==> config.mk <==
export PLATFORM = sky130hd
export DESIGN_NAME = code_sequencer_flat
export DESIGN_NICKNAME = d
export VERILOG_FILES = /design/src/rtl/code_seq_pkg.sv /design/src/rtl/code_sequencer_if.sv /design/src/rtl/code_sequencer.sv /design/src/flat_wrapper.sv
export SDC_FILE = /design/constraint.sdc
export NUM_CORES = 1
export LEC_CHECK = 0
export BUFFER_PORTS_ARGS = -buffer_cell sky130_fd_sc_hd__clkbuf_2
export CAP_MARGIN = 20
export CELL_PAD_IN_SITES_DETAIL_PLACEMENT = 1
export CELL_PAD_IN_SITES_GLOBAL_PLACEMENT = 1
export CORE_AREA = 4 4 127 159
export CTS_BUF_LIST = sky130_fd_sc_hd__clkbuf_8
export CTS_CLUSTER_SIZE = 24
export DETAILED_ROUTE_END_ITERATION = 8
export DIE_AREA = 0 0 131 163
export HOLD_SLACK_MARGIN = 0.08
export PLACE_DENSITY = 0.78
export RECOVER_POWER = 100
export SLEW_MARGIN = 30
export SYNTH_ARGS = -nofsm -noshare
export SYNTH_HDL_FRONTEND = slang
export SYNTH_SLANG_ARGS = --single-unit
==> constraint.sdc <==
create_clock -name clk -period 3.2 [get_ports clk]
set_input_delay 0 -clock clk [delete_from_list [all_inputs] [get_ports clk]]
set_output_delay 0 -clock clk [all_outputs]
set_load 0.02 [all_outputs]
==> src/rtl/code_seq_pkg.sv <==
// code_seq_pkg: shared types and constants for the code sequencer slice.
//   seq_state_t   : sequencer FSM state encoding (3 bits)
//   IDX_W         : width of line numbers / program length
//   CODE_SIZE_DEF : default code word width (matches code_storage)
package code_seq_pkg;

  localparam int IDX_W         = 32;
  localparam int CODE_SIZE_DEF = 12;

  typedef enum logic [2:0] {
    ST_IDLE  = 3'd0,
    ST_LOAD  = 3'd1,
    ST_START = 3'd2,
    ST_FETCH = 3'd3,
    ST_ISSUE = 3'd4,
    ST_DONE  = 3'd5
  } seq_state_t;

endpackage

==> src/rtl/code_sequencer_if.sv <==
// code_sequencer_if: bundles the three buses around the sequencer.
//   load_*  : host loader stream (valid/ready) into the sequencer
//   instr_* : instruction stream (valid/ready) out to the executor
//   cs_*    : control/data pins of one code_storage instance
// Modports:
//   master : the sequencer side (drives ready to host, instr_*, cs_* controls)
//   slave  : the environment side (host, executor and storage)
interface code_sequencer_if
  import code_seq_pkg::*;
#(
  parameter int CODE_SIZE = CODE_SIZE_DEF
);

  logic                 load_valid;
  logic                 load_ready;
  logic [CODE_SIZE-1:0] load_data;

  logic                 instr_valid;
  logic                 instr_ready;
  logic [CODE_SIZE-1:0] instr_data;
  logic [IDX_W-1:0]     instr_index;

  logic                 cs_enable;
  logic                 cs_reset;
  logic                 cs_active;
  logic                 cs_is_write;
  logic [IDX_W-1:0]     cs_write_line;
  logic [CODE_SIZE-1:0] cs_write_data;
  logic [CODE_SIZE-1:0] cs_code;
  logic [IDX_W-1:0]     cs_code_index;

  modport master (
    input  load_valid, load_data, instr_ready, cs_code, cs_code_index,
    output load_ready, instr_valid, instr_data, instr_index,
           cs_enable, cs_reset, cs_active, cs_is_write, cs_write_line, cs_write_data
  );

  modport slave (
    output load_valid, load_data, instr_ready, cs_code, cs_code_index,
    input  load_ready, instr_valid, instr_data, instr_index,
           cs_enable, cs_reset, cs_active, cs_is_write, cs_write_line, cs_write_data
  );

endinterface

==> src/rtl/code_sequencer.sv <==
// code_sequencer: run/load controller for one code_storage instance.
// Streams a program in from the host and steps it out line by line to the
// executor. Storage is never written and read-stepped in the same state.
// Ports:
//   clk, reset (sync, active-low)
//   load_start/load_done   : open / commit a program load
//   run_start / run_abort  : start a run from line 0 / abandon load or run
//   load_error             : sticky overflow flag, cleared by load_start
//   run_done               : one-cycle pulse at the end of a completed run
//   busy                   : state != IDLE
//   prog_len               : committed program length
//   bus (master)           : load_*, instr_* and cs_* buses
//
// state | meaning
// IDLE  | waiting for load_start / run_start
// LOAD  | accepting host words into storage at wr_ptr
// START | storage reset to line 0
// FETCH | capture storage output into the instruction register
// ISSUE | instruction offered to executor until accepted
// DONE  | run_done pulse, storage rewound
module code_sequencer
  import code_seq_pkg::*;
#(
  parameter int                   CODE_SIZE     = CODE_SIZE_DEF,
  parameter int                   MAX_CODE_LINE = 100,
  parameter logic [CODE_SIZE-1:0] HALT_OPCODE   = '0,
  parameter bit                   HALT_EN       = 1'b1
) (
  input  logic             clk,
  input  logic             reset,
  input  logic             load_start,
  input  logic             load_done,
  input  logic             run_start,
  input  logic             run_abort,
  output logic             load_error,
  output logic             run_done,
  output logic             busy,
  output logic [IDX_W-1:0] prog_len,
  code_sequencer_if.master bus
);

  localparam logic [IDX_W-1:0] MAX_LINE = IDX_W'(MAX_CODE_LINE);

  seq_state_t           state;
  logic [IDX_W-1:0]     wr_ptr;
  logic                 instr_valid_q;
  logic [CODE_SIZE-1:0] instr_data_q;
  logic [IDX_W-1:0]     instr_index_q;
  logic                 cs_enable_q;
  logic                 cs_reset_q;

  logic load_full;
  logic load_accept;
  logic issue_fire;
  logic issue_last;

  assign load_full   = (wr_ptr >= MAX_LINE);
  assign load_accept = bus.load_valid && bus.load_ready;
  assign issue_fire  = (state == ST_ISSUE) && instr_valid_q && bus.instr_ready;
  assign issue_last  = ((instr_index_q + IDX_W'(1)) == prog_len) ||
                       (HALT_EN && (instr_data_q == HALT_OPCODE));

  assign bus.load_ready    = (state == ST_LOAD) && !load_full;
  assign bus.cs_is_write   = load_accept;
  assign bus.cs_write_line = wr_ptr;
  assign bus.cs_write_data = bus.load_data;
  // Advancing here means the next FETCH sees the following line.
  assign bus.cs_active     = issue_fire && !issue_last && !run_abort;
  assign bus.cs_enable     = cs_enable_q;
  assign bus.cs_reset      = cs_reset_q;
  assign bus.instr_valid   = instr_valid_q;
  assign bus.instr_data    = instr_data_q;
  assign bus.instr_index   = instr_index_q;
  assign busy              = (state != ST_IDLE);

  always_ff @(posedge clk) begin
    if (!reset) begin
      state         <= ST_IDLE;
      wr_ptr        <= '0;
      prog_len      <= '0;
      load_error    <= 1'b0;
      run_done      <= 1'b0;
      instr_valid_q <= 1'b0;
      instr_data_q  <= '0;
      instr_index_q <= '0;
      cs_enable_q   <= 1'b0;
      cs_reset_q    <= 1'b1;
    end else begin
      cs_enable_q <= 1'b1;
      run_done    <= 1'b0;
      cs_reset_q  <= 1'b0;
      case (state)
        ST_IDLE: begin
          if (run_abort) begin
            state <= ST_IDLE;
          end else if (load_start) begin
            state      <= ST_LOAD;
            wr_ptr     <= '0;
            prog_len   <= '0;
            load_error <= 1'b0;
          end else if (run_start) begin
            cs_reset_q <= 1'b1;
            if (prog_len != '0) begin
              state <= ST_START;
            end else begin
              // Empty program: finish immediately without issuing anything.
              state    <= ST_DONE;
              run_done <= 1'b1;
            end
          end
        end
        ST_LOAD: begin
          if (run_abort) begin
            state <= ST_IDLE;
          end else if (load_start) begin
            wr_ptr     <= '0;
            prog_len   <= '0;
            load_error <= 1'b0;
          end else begin
            if (load_accept) wr_ptr <= wr_ptr + IDX_W'(1);
            if (bus.load_valid && load_full) load_error <= 1'b1;
            if (load_done) begin
              state    <= ST_IDLE;
              // A word accepted on the load_done cycle still counts.
              prog_len <= wr_ptr + IDX_W'(load_accept);
            end
          end
        end
        ST_START: begin
          if (run_abort) begin
            state      <= ST_IDLE;
            cs_reset_q <= 1'b1;
          end else begin
            state <= ST_FETCH;
          end
        end
        ST_FETCH: begin
          if (run_abort) begin
            state      <= ST_IDLE;
            cs_reset_q <= 1'b1;
          end else begin
            instr_data_q  <= bus.cs_code;
            instr_index_q <= bus.cs_code_index;
            instr_valid_q <= 1'b1;
            state         <= ST_ISSUE;
          end
        end
        ST_ISSUE: begin
          if (run_abort) begin
            instr_valid_q <= 1'b0;
            state         <= ST_IDLE;
            cs_reset_q    <= 1'b1;
          end else if (issue_fire) begin
            instr_valid_q <= 1'b0;
            if (issue_last) begin
              state      <= ST_DONE;
              run_done   <= 1'b1;
              cs_reset_q <= 1'b1;
            end else begin
              state <= ST_FETCH;
            end
          end
        end
        ST_DONE: begin
          state <= ST_IDLE;
        end
        default: begin
          state <= ST_IDLE;
        end
      endcase
    end
  end

endmodule
==> src/flat_wrapper.sv <==
// flat-port wrapper written by rule: the top's interface ports become plain ports
module code_sequencer_flat import code_seq_pkg::*;
#(
  parameter int                   CODE_SIZE     = CODE_SIZE_DEF,
  parameter int                   MAX_CODE_LINE = 100,
  parameter logic [CODE_SIZE-1:0] HALT_OPCODE   = '0,
  parameter bit                   HALT_EN       = 1'b1
)
  (clk, reset, load_start, load_done, run_start, run_abort, load_error, run_done, busy, prog_len, bus_load_valid, bus_load_data, bus_instr_ready, bus_cs_code, bus_cs_code_index, bus_load_ready, bus_instr_valid, bus_instr_data, bus_instr_index, bus_cs_enable, bus_cs_reset, bus_cs_active, bus_cs_is_write, bus_cs_write_line, bus_cs_write_data);
  code_sequencer_if #(.CODE_SIZE(CODE_SIZE)) bus_i ();
  input  logic clk;
  input  logic reset;
  input  logic load_start;
  input  logic load_done;
  input  logic run_start;
  input  logic run_abort;
  output logic load_error;
  output logic run_done;
  output logic busy;
  output logic [IDX_W-1:0] prog_len;
  input wire logic [$bits(bus_i.load_valid)-1:0] bus_load_valid;
  input wire logic [$bits(bus_i.load_data)-1:0] bus_load_data;
  input wire logic [$bits(bus_i.instr_ready)-1:0] bus_instr_ready;
  input wire logic [$bits(bus_i.cs_code)-1:0] bus_cs_code;
  input wire logic [$bits(bus_i.cs_code_index)-1:0] bus_cs_code_index;
  output wire logic [$bits(bus_i.load_ready)-1:0] bus_load_ready;
  output wire logic [$bits(bus_i.instr_valid)-1:0] bus_instr_valid;
  output wire logic [$bits(bus_i.instr_data)-1:0] bus_instr_data;
  output wire logic [$bits(bus_i.instr_index)-1:0] bus_instr_index;
  output wire logic [$bits(bus_i.cs_enable)-1:0] bus_cs_enable;
  output wire logic [$bits(bus_i.cs_reset)-1:0] bus_cs_reset;
  output wire logic [$bits(bus_i.cs_active)-1:0] bus_cs_active;
  output wire logic [$bits(bus_i.cs_is_write)-1:0] bus_cs_is_write;
  output wire logic [$bits(bus_i.cs_write_line)-1:0] bus_cs_write_line;
  output wire logic [$bits(bus_i.cs_write_data)-1:0] bus_cs_write_data;
  assign bus_i.load_valid = bus_load_valid;
  assign bus_i.load_data = bus_load_data;
  assign bus_i.instr_ready = bus_instr_ready;
  assign bus_i.cs_code = bus_cs_code;
  assign bus_i.cs_code_index = bus_cs_code_index;
  assign bus_load_ready = bus_i.load_ready;
  assign bus_instr_valid = bus_i.instr_valid;
  assign bus_instr_data = bus_i.instr_data;
  assign bus_instr_index = bus_i.instr_index;
  assign bus_cs_enable = bus_i.cs_enable;
  assign bus_cs_reset = bus_i.cs_reset;
  assign bus_cs_active = bus_i.cs_active;
  assign bus_cs_is_write = bus_i.cs_is_write;
  assign bus_cs_write_line = bus_i.cs_write_line;
  assign bus_cs_write_data = bus_i.cs_write_data;
  code_sequencer #(.CODE_SIZE(CODE_SIZE), .MAX_CODE_LINE(MAX_CODE_LINE), .HALT_OPCODE(HALT_OPCODE), .HALT_EN(HALT_EN)) u_core (.clk(clk), .reset(reset), .load_start(load_start), .load_done(load_done), .run_start(run_start), .run_abort(run_abort), .load_error(load_error), .run_done(run_done), .busy(busy), .prog_len(prog_len), .bus(bus_i));
endmodule
=== Word-level counts from Yosys, hierarchy flattened ===
Cells that the tools add are included.

* Flip-flop bits (word level): 116
* Bits of input ports: 64
* Output and inout bits: 129
* Word-level logic and storage cells: 103

* Add/sub/neg operators: 3
* Order comparisons: 1
* Equal/unequal tests: 16
* Multiplexer cells: 48
* Bitwise logic cells: 1
* Reductions and logical operators: 24

{| class="wikitable"
|+ Operator list
! cell !! number
|-
| 32-bit two-way mux || 8
|-
| 32-bit one-hot mux with 2 select lines || 2
|-
| 32-bit by 1-bit adder with 32-bit output (second input constant) || 2
|-
| 3-bit two-way mux || 11
|-
| 32-bit by 1-bit adder with 32-bit output || 1
|-
| 32-bit == test || 1
|-
| 32-bit by 7-bit >= comparator with 1-bit output (second input constant) || 1
|-
| 32-bit nonzero test || 1
|-
| 1-bit two-way mux || 21
|-
| 3-bit one-hot mux with 5 select lines || 1
|-
| 5-bit AND reduction || 3
|-
| 12-bit zero test || 1
|-
| 3-bit inequality test (second input constant) || 4
|-
| 2-bit inequality test (second input constant) || 4
|-
| 1-bit logical AND || 7
|-
| 3-bit by 2-bit == test with 1-bit output (second input constant) || 2
|-
| 3-bit by 2-bit inequality test with 1-bit output (second input constant) || 2
|-
| 1-bit one-hot mux with 2 select lines || 3
|-
| 4-bit inequality test (second input constant) || 1
|-
| 4-bit AND reduction || 1
|-
| 2-bit nonzero test || 2
|-
| 3-bit by 1-bit == test with 1-bit output (second input constant) || 1
|-
| 3-bit == test (second input constant) || 1
|-
| 1-bit zero test || 3
|-
| 9 further kinds || 9
|}

=== Depth between registers and ports, before layout ===
* Depth after elaboration: 9
* Gate-level depth with buffers: 14
* Gate-level depth less buffers: 13

=== Least setup slack after synthesis ===
OpenSTA, ideal clock, no wires.

* Kind: register to register
* From: register u_core.wr_ptr[2], in the netlist u_core.bus.cs_write_line[2]
* To: register u_core.prog_len[27]
* Setup time: 0.128 ns
* Arrival: 3.993 ns
* Required time: 3.072 ns
* Path slack: -0.921 ns
* Stages on the path, launching flop included: 14
* Path buffers: 1
* Clock period less this slack: 4.121 ns
* Cells stage by stage: dfxtp_1 -> clkbuf_1 -> o311a_1 -> nor4_1 -> and2_1 -> ha_1 -> nand3_1 -> or4_1 -> nor4_1 -> and3_1 -> nand2b_1 -> xnor2_1 -> a22oi_1 -> nor2_1

* Cells in the longest elaborated chain, start to end: 9

{| class="wikitable"
|+ Ends and longest elaborated chain
! element !! line !! source
|-
| start: declaration || code_sequencer.sv:45 || <nowiki>logic [IDX_W-1:0] wr_ptr;</nowiki>
|-
| start signal: assignment || code_sequencer.sv:120 || <nowiki>if (load_accept) wr_ptr <= wr_ptr + IDX_W'(1);</nowiki>
|-
| 32-bit by 7-bit >= comparator with 1-bit output || code_sequencer.sv:57 || <nowiki>assign load_full = (wr_ptr >= MAX_LINE);</nowiki>
|-
| 1-bit zero test || code_sequencer.sv:63 || <nowiki>assign bus.load_ready = (state == ST_LOAD) && !load_full;</nowiki>
|-
| 1-bit logical AND || code_sequencer.sv:63 ||
|-
| net bus_load_ready || flat_wrapper.sv:26 || <nowiki>output wire logic [$bits(bus_i.load_ready)-1:0] bus_load_ready;</nowiki>
|-
| 1-bit logical AND || code_sequencer.sv:58 || <nowiki>assign load_accept = bus.load_valid && bus.load_ready;</nowiki>
|-
| net bus_cs_is_write || flat_wrapper.sv:33 || <nowiki>output wire logic [$bits(bus_i.cs_is_write)-1:0] bus_cs_is_write;</nowiki>
|-
| 32-bit by 1-bit adder with 32-bit output || code_sequencer.sv:125 || <nowiki>prog_len <= wr_ptr + IDX_W'(load_accept);</nowiki>
|-
| 32-bit two-way mux || code_sequencer.sv:122 || <nowiki>if (load_done) begin</nowiki>
|-
| 32-bit two-way mux || code_sequencer.sv:115 || <nowiki>end else if (load_start) begin</nowiki>
|-
| 32-bit two-way mux || code_sequencer.sv:113 || <nowiki>if (run_abort) begin</nowiki>
|-
| 32-bit one-hot mux with 2 select lines || code_sequencer.sv:92 || <nowiki>case (state)</nowiki>
|-
| end signal: assignment || code_sequencer.sv:125 ||
|-
| end: declaration || code_sequencer.sv:38 || <nowiki>output logic [IDX_W-1:0] prog_len,</nowiki>
|}

The timed path passes the listed nets, and every way through them passes these cells. The select of a mux whose other input is x is not followed.
A chain may end at the register's enable or synchronous reset.

=== Worst setup path after layout ===
* From: register u_core.instr_index_q[15], in the netlist u_core.bus.instr_index[15]
* To: output port bus_cs_active

* Cells in the longest elaborated chain, start to end: 6

{| class="wikitable"
|+ Ends and longest elaborated chain
! element !! line !! source
|-
| start: declaration || code_sequencer.sv:48 || <nowiki>logic [IDX_W-1:0] instr_index_q;</nowiki>
|-
| start signal: assignment || code_sequencer.sv:143 || <nowiki>instr_index_q <= bus.cs_code_index;</nowiki>
|-
| 32-bit by 1-bit adder with 32-bit output || code_sequencer.sv:60 || <nowiki>assign issue_last = ((instr_index_q + IDX_W'(1)) == prog_len) ||</nowiki>
|-
| 32-bit == test || code_sequencer.sv:60 ||
|-
| 1-bit logical OR || code_sequencer.sv:60 ||
|-
| 1-bit zero test || code_sequencer.sv:68 || <nowiki>assign bus.cs_active = issue_fire && !issue_last && !run_abort;</nowiki>
|-
| 1-bit logical AND (2 in series) || code_sequencer.sv:68 ||
|-
| end: declaration || flat_wrapper.sv:32 || <nowiki>output wire logic [$bits(bus_i.cs_active)-1:0] bus_cs_active;</nowiki>
|}

No other way between the ends.

==> impl_results.md <==
* Die area at 21350 µm²
* Synthesis-stage register bit count at 116
* CTS sink cnt at 116
* Internal Power at 2.419 mW
* Die width at 131 µm
* CP Capture Type: output pin
* Sequential share of the synthesized area at 37.02%
* Least-Margin Pin Slew at 785.5 ps
* Cell Pwr Density at 359.0 nW/µm²
* Sequential share of power at 45.6%
* Vias in the first global route at 7440
* # setup viols final at 1
* Buf/Inv on CP at 2
* Clock period minus worst slack at 3212 ps
* Die Y-Extent at 163 µm
* Worst vdd ir at 249.4 µV
* Syn nets at 883
* 1st-iter DRT viols at 505
* IO Pins at 193
* WP data arrival at 3210 ps
* Initial antenna violation count at 0
* CTS max path bufs at 2
* Share of cells above drive strength 1 at 26.23%
* CTS Buf Count at 17
* Yosys Warn Count at 0
* Routed len/inst at 19.33 µm
* Area growth syn-to-layout at 40.71%
* # port buffers at 168
* Clock Latency Late Sink at 450 ps
* Comb pwr share at 7.0%
* Post-synth EDFFs at 0
* Slew Viols, Final at 0
* Hold Path Class: in2reg
* Final net count at 1136
* Critical path's top delay family: simple AND/OR/NAND/NOR gates
* Ys async rst share at 0%
* Max cap viols at 0
* Worst EP required at 3200 ps
* Critical path, cell by cell: nand4_1, or3_1, or4_1, a32oi_1, mux2_2, nand4_1, o31ai_2, buf_4, nor4_1, clkbuf_2
* Most used DFF post-synth: dfxtp_1
* Vias per cell at 5.450
* H-tree levels at 4
* Status: finished, violations left
* Final core occ at 47.18%
* Mapped Area at 6272 µm²
* Worst setup SP type: register
* Worst hold slack at 125.9 ps
* TritonCTS clock tree: built
* Routed Antenna Nets at 0
* Failing checks: setup timing
* Netlist cell types at 63
* Register area at 2359 µm²
* Tcrit/Tclk final at 100.4%
* Final instance area at 8826 µm²
* Pre-antenna DRT Iters at 5
* All-Layer GR Usage at 23.28%
* Max frequency at 311.3 MHz
* Core Region at 18710 µm²
* WS Path Type: reg2out
* Synth top area share at 37.02%
* Initial Util at 33.53%
* Placed Area at 7600 µm²
* Gate count of the mapped netlist at 814
* Static Leak at 3.560 nW
* DRC viols at 0
* Unrepaired setup endpoints after global routing: yes
* DRT Wirelength at 25340 µm
* Worst path slowest cell: dfxtp_1
* Largest area contributor in the netlist: dfxtp_1
* Site row count at 56
* First-pass GRT wire length at 39310 µm
* Largest net degree at the start of global routing at 47
* Most used cell, CP: nand4_1
* NetSw at 0.7494 mW
* Synth area leaders: dfxtp_1 37%, nand2_1 8.0%, nor2_1 5.4%
* Routed vias at 7145
* Clock Skew at 10.24 ps
* Gpl congestion at 0.8771
* Relative slew slack at 47.55%
* Detailed placement HPWL at 17690 µm
* Switch share at 23.65%
* Diodes inserted at 0
* FILL cells at 2344
* Final Hold Viols at 0
* Worst-path clk slew at 70 ps
* Multi-input gate area at 3792 µm²
* Fin worst setup slack at -12.30 ps
* CTS root buf: clkbuf_8
* CP peak stage delay at 500 ps
* Clock power share at 47.3%
* Overflow after GRT at 0
* Critical Path Fanout Max at 6
* Pre-CTS setup slack at 34.06 ps
* Syn_area_per_cell at 7.705 µm²
-- routing by layer --
layer	routed length, µm	share of wire (%)	GRT usage [%]	up-vias
met5	0	0	0	-
met1	10130	40	26.87	3515
met3	1155	4.6	4.528	56
li1	-	-	-	3353
met2	13150	52	40.69	221
met4	903	3.6	10.90	0
-- cells in the mapped netlist, types with 6 or more instances --
| cell type | count |
|---|---|
| o21ai_0 | 13 |
| nor3_1 | 17 |
| a21oi_1 | 64 |
| nor2_1 | 91 |
| dfxtp_1 | 116 |
| or3_1 | 11 |
| xnor2_1 | 39 |
| buf_4 | 12 |
| a22oi_1 | 28 |
| nor2b_1 | 6 |
| clkbuf_1 | 43 |
| nand2_1 | 133 |
| inv_1 | 17 |
| xor2_1 | 35 |
| nand4_1 | 24 |
| nand2b_1 | 6 |
| nor4_1 | 23 |
| nand3_1 | 29 |
| o21a_1 | 6 |
| and2_1 | 16 |
-- layout by cell type (no fill, tap or decap), types with 6 or more instances in the layout --
master         instances
nor2b_1                6
xor2_1                35
o21ai_0               13
nor2_1                90
xnor2_1               39
dlygate4sd3_1         63
inv_1                 18
a22oi_1               28
clkbuf_8              19
clkbuf_1              37
nor3_1                15
dfxtp_1               97
nand2b_1               6
nand2_1              133
nor4_2                 6
clkinv_2               6
and2_1                15
nor4_1                15
nand4_1               24
nand3_1               26
or3_1                  8
a21oi_1               64
clkbuf_2             131
buf_4                 61
o21a_1                 6
dfxtp_2               14
-- area by class of cell --
cell class | instances | area share [%]
multi-input cells | 621 | 42.97
flip-flops and latches | 116 | 26.72
repair buffers | 293 | 21.46
well taps | 232 | 3.289
clock buffers | 19 | 2.963
clock inverters | 12 | 1.829
inverters | 18 | 0.7655
-- worst reg2reg max path, stage by stage (launching register included) --
cell	delay, ps
dfxtp_2	380
nor4_2	290
nand3_2	190
nor4_4	300
and2_4	210
ha_4	150
nand3_2	120
or4_4	470
nor4_4	190
and3_4	240
nand2_1	70
xnor2_1	120
a22oi_1	160
nor2_1	50
-- worst paths after layout --
check                                                          startpoint                                     to  slack, ps  cells past startpoint
worst max register to register  u_core.bus.cs_write_line[21]$_SDFFE_PN0P_       u_core.prog_len[31]$_SDFFE_PN0P_        130                     13
worst max-delay path              u_core.bus.instr_index[15]$_SDFFE_PN0P_                          bus_cs_active        -10                     10
worst min-delay path                                            load_done           u_core.state[0]$_SDFFE_PN0P_        130                      5
worst min register to register      u_core.bus.instr_data[4]$_SDFFE_PN0P_  u_core.bus.instr_data[4]$_SDFFE_PN0P_        480                      2
-- flip-flops by register name, summed over array words and instances (netlist names) --
signal	cells
u_core.prog_len	32
u_core.bus.cs_reset	1
u_core.bus.instr_index	32
u_core.run_done	1
u_core.bus.cs_enable	1
u_core.load_error	1
u_core.bus.cs_write_line	32
u_core.bus.instr_data	12
u_core.bus.instr_valid	1
u_core.state	3
-- stage by stage --
step,TNS [ps],cells,power (mW)
6_report,-12.30,1311,3.168
5_1_grt,-303.3,1311,3.278
4_1_cts,0,1304,3.192
3_5_place_dp,0,1208,1.627
3_3_place_gp,0,1208,1.624
2_1_floorplan,-15.46,814,1.581
-- cells by family after synthesis --
| kind of cell | synth area share [%] |
|---|---|
| AOI/OAI and AO/OA | 15.22 |
| buffers and inverters | 5.466 |
| muxes | 0.1795 |
| DFF | 37.02 |
| and+or+nand+nor | 30.78 |
| xor gates and xnor gates | 10.33 |
| adders and majority gates | 0.9974 |
-- power groups by stage --
stage          clock network [mW]  logic, mW  registers (mW)
2_1_floorplan                   0     0.0959            1.49
3_3_place_gp                    0      0.142            1.48
3_5_place_dp                    0      0.144            1.48
4_1_cts                      1.53      0.217            1.45
5_1_grt                      1.59      0.240            1.44
6_report                     1.50      0.223            1.45
-- what timing repair did --
| action | in CTS | in global routing |
|---|---|---|
| gates resized for setup | 11 | 31 |
| cloned | 0 | 1 |
| endpoints found under the hold margin | 66 | 0 |
| setup buffers | 2 | 6 |
| pin swaps | 3 | 8 |
| hold buffers | 63 | 0 |
| endpoints found under the setup margin | 3 | 10 |
(Power assumes the default switching activity.)
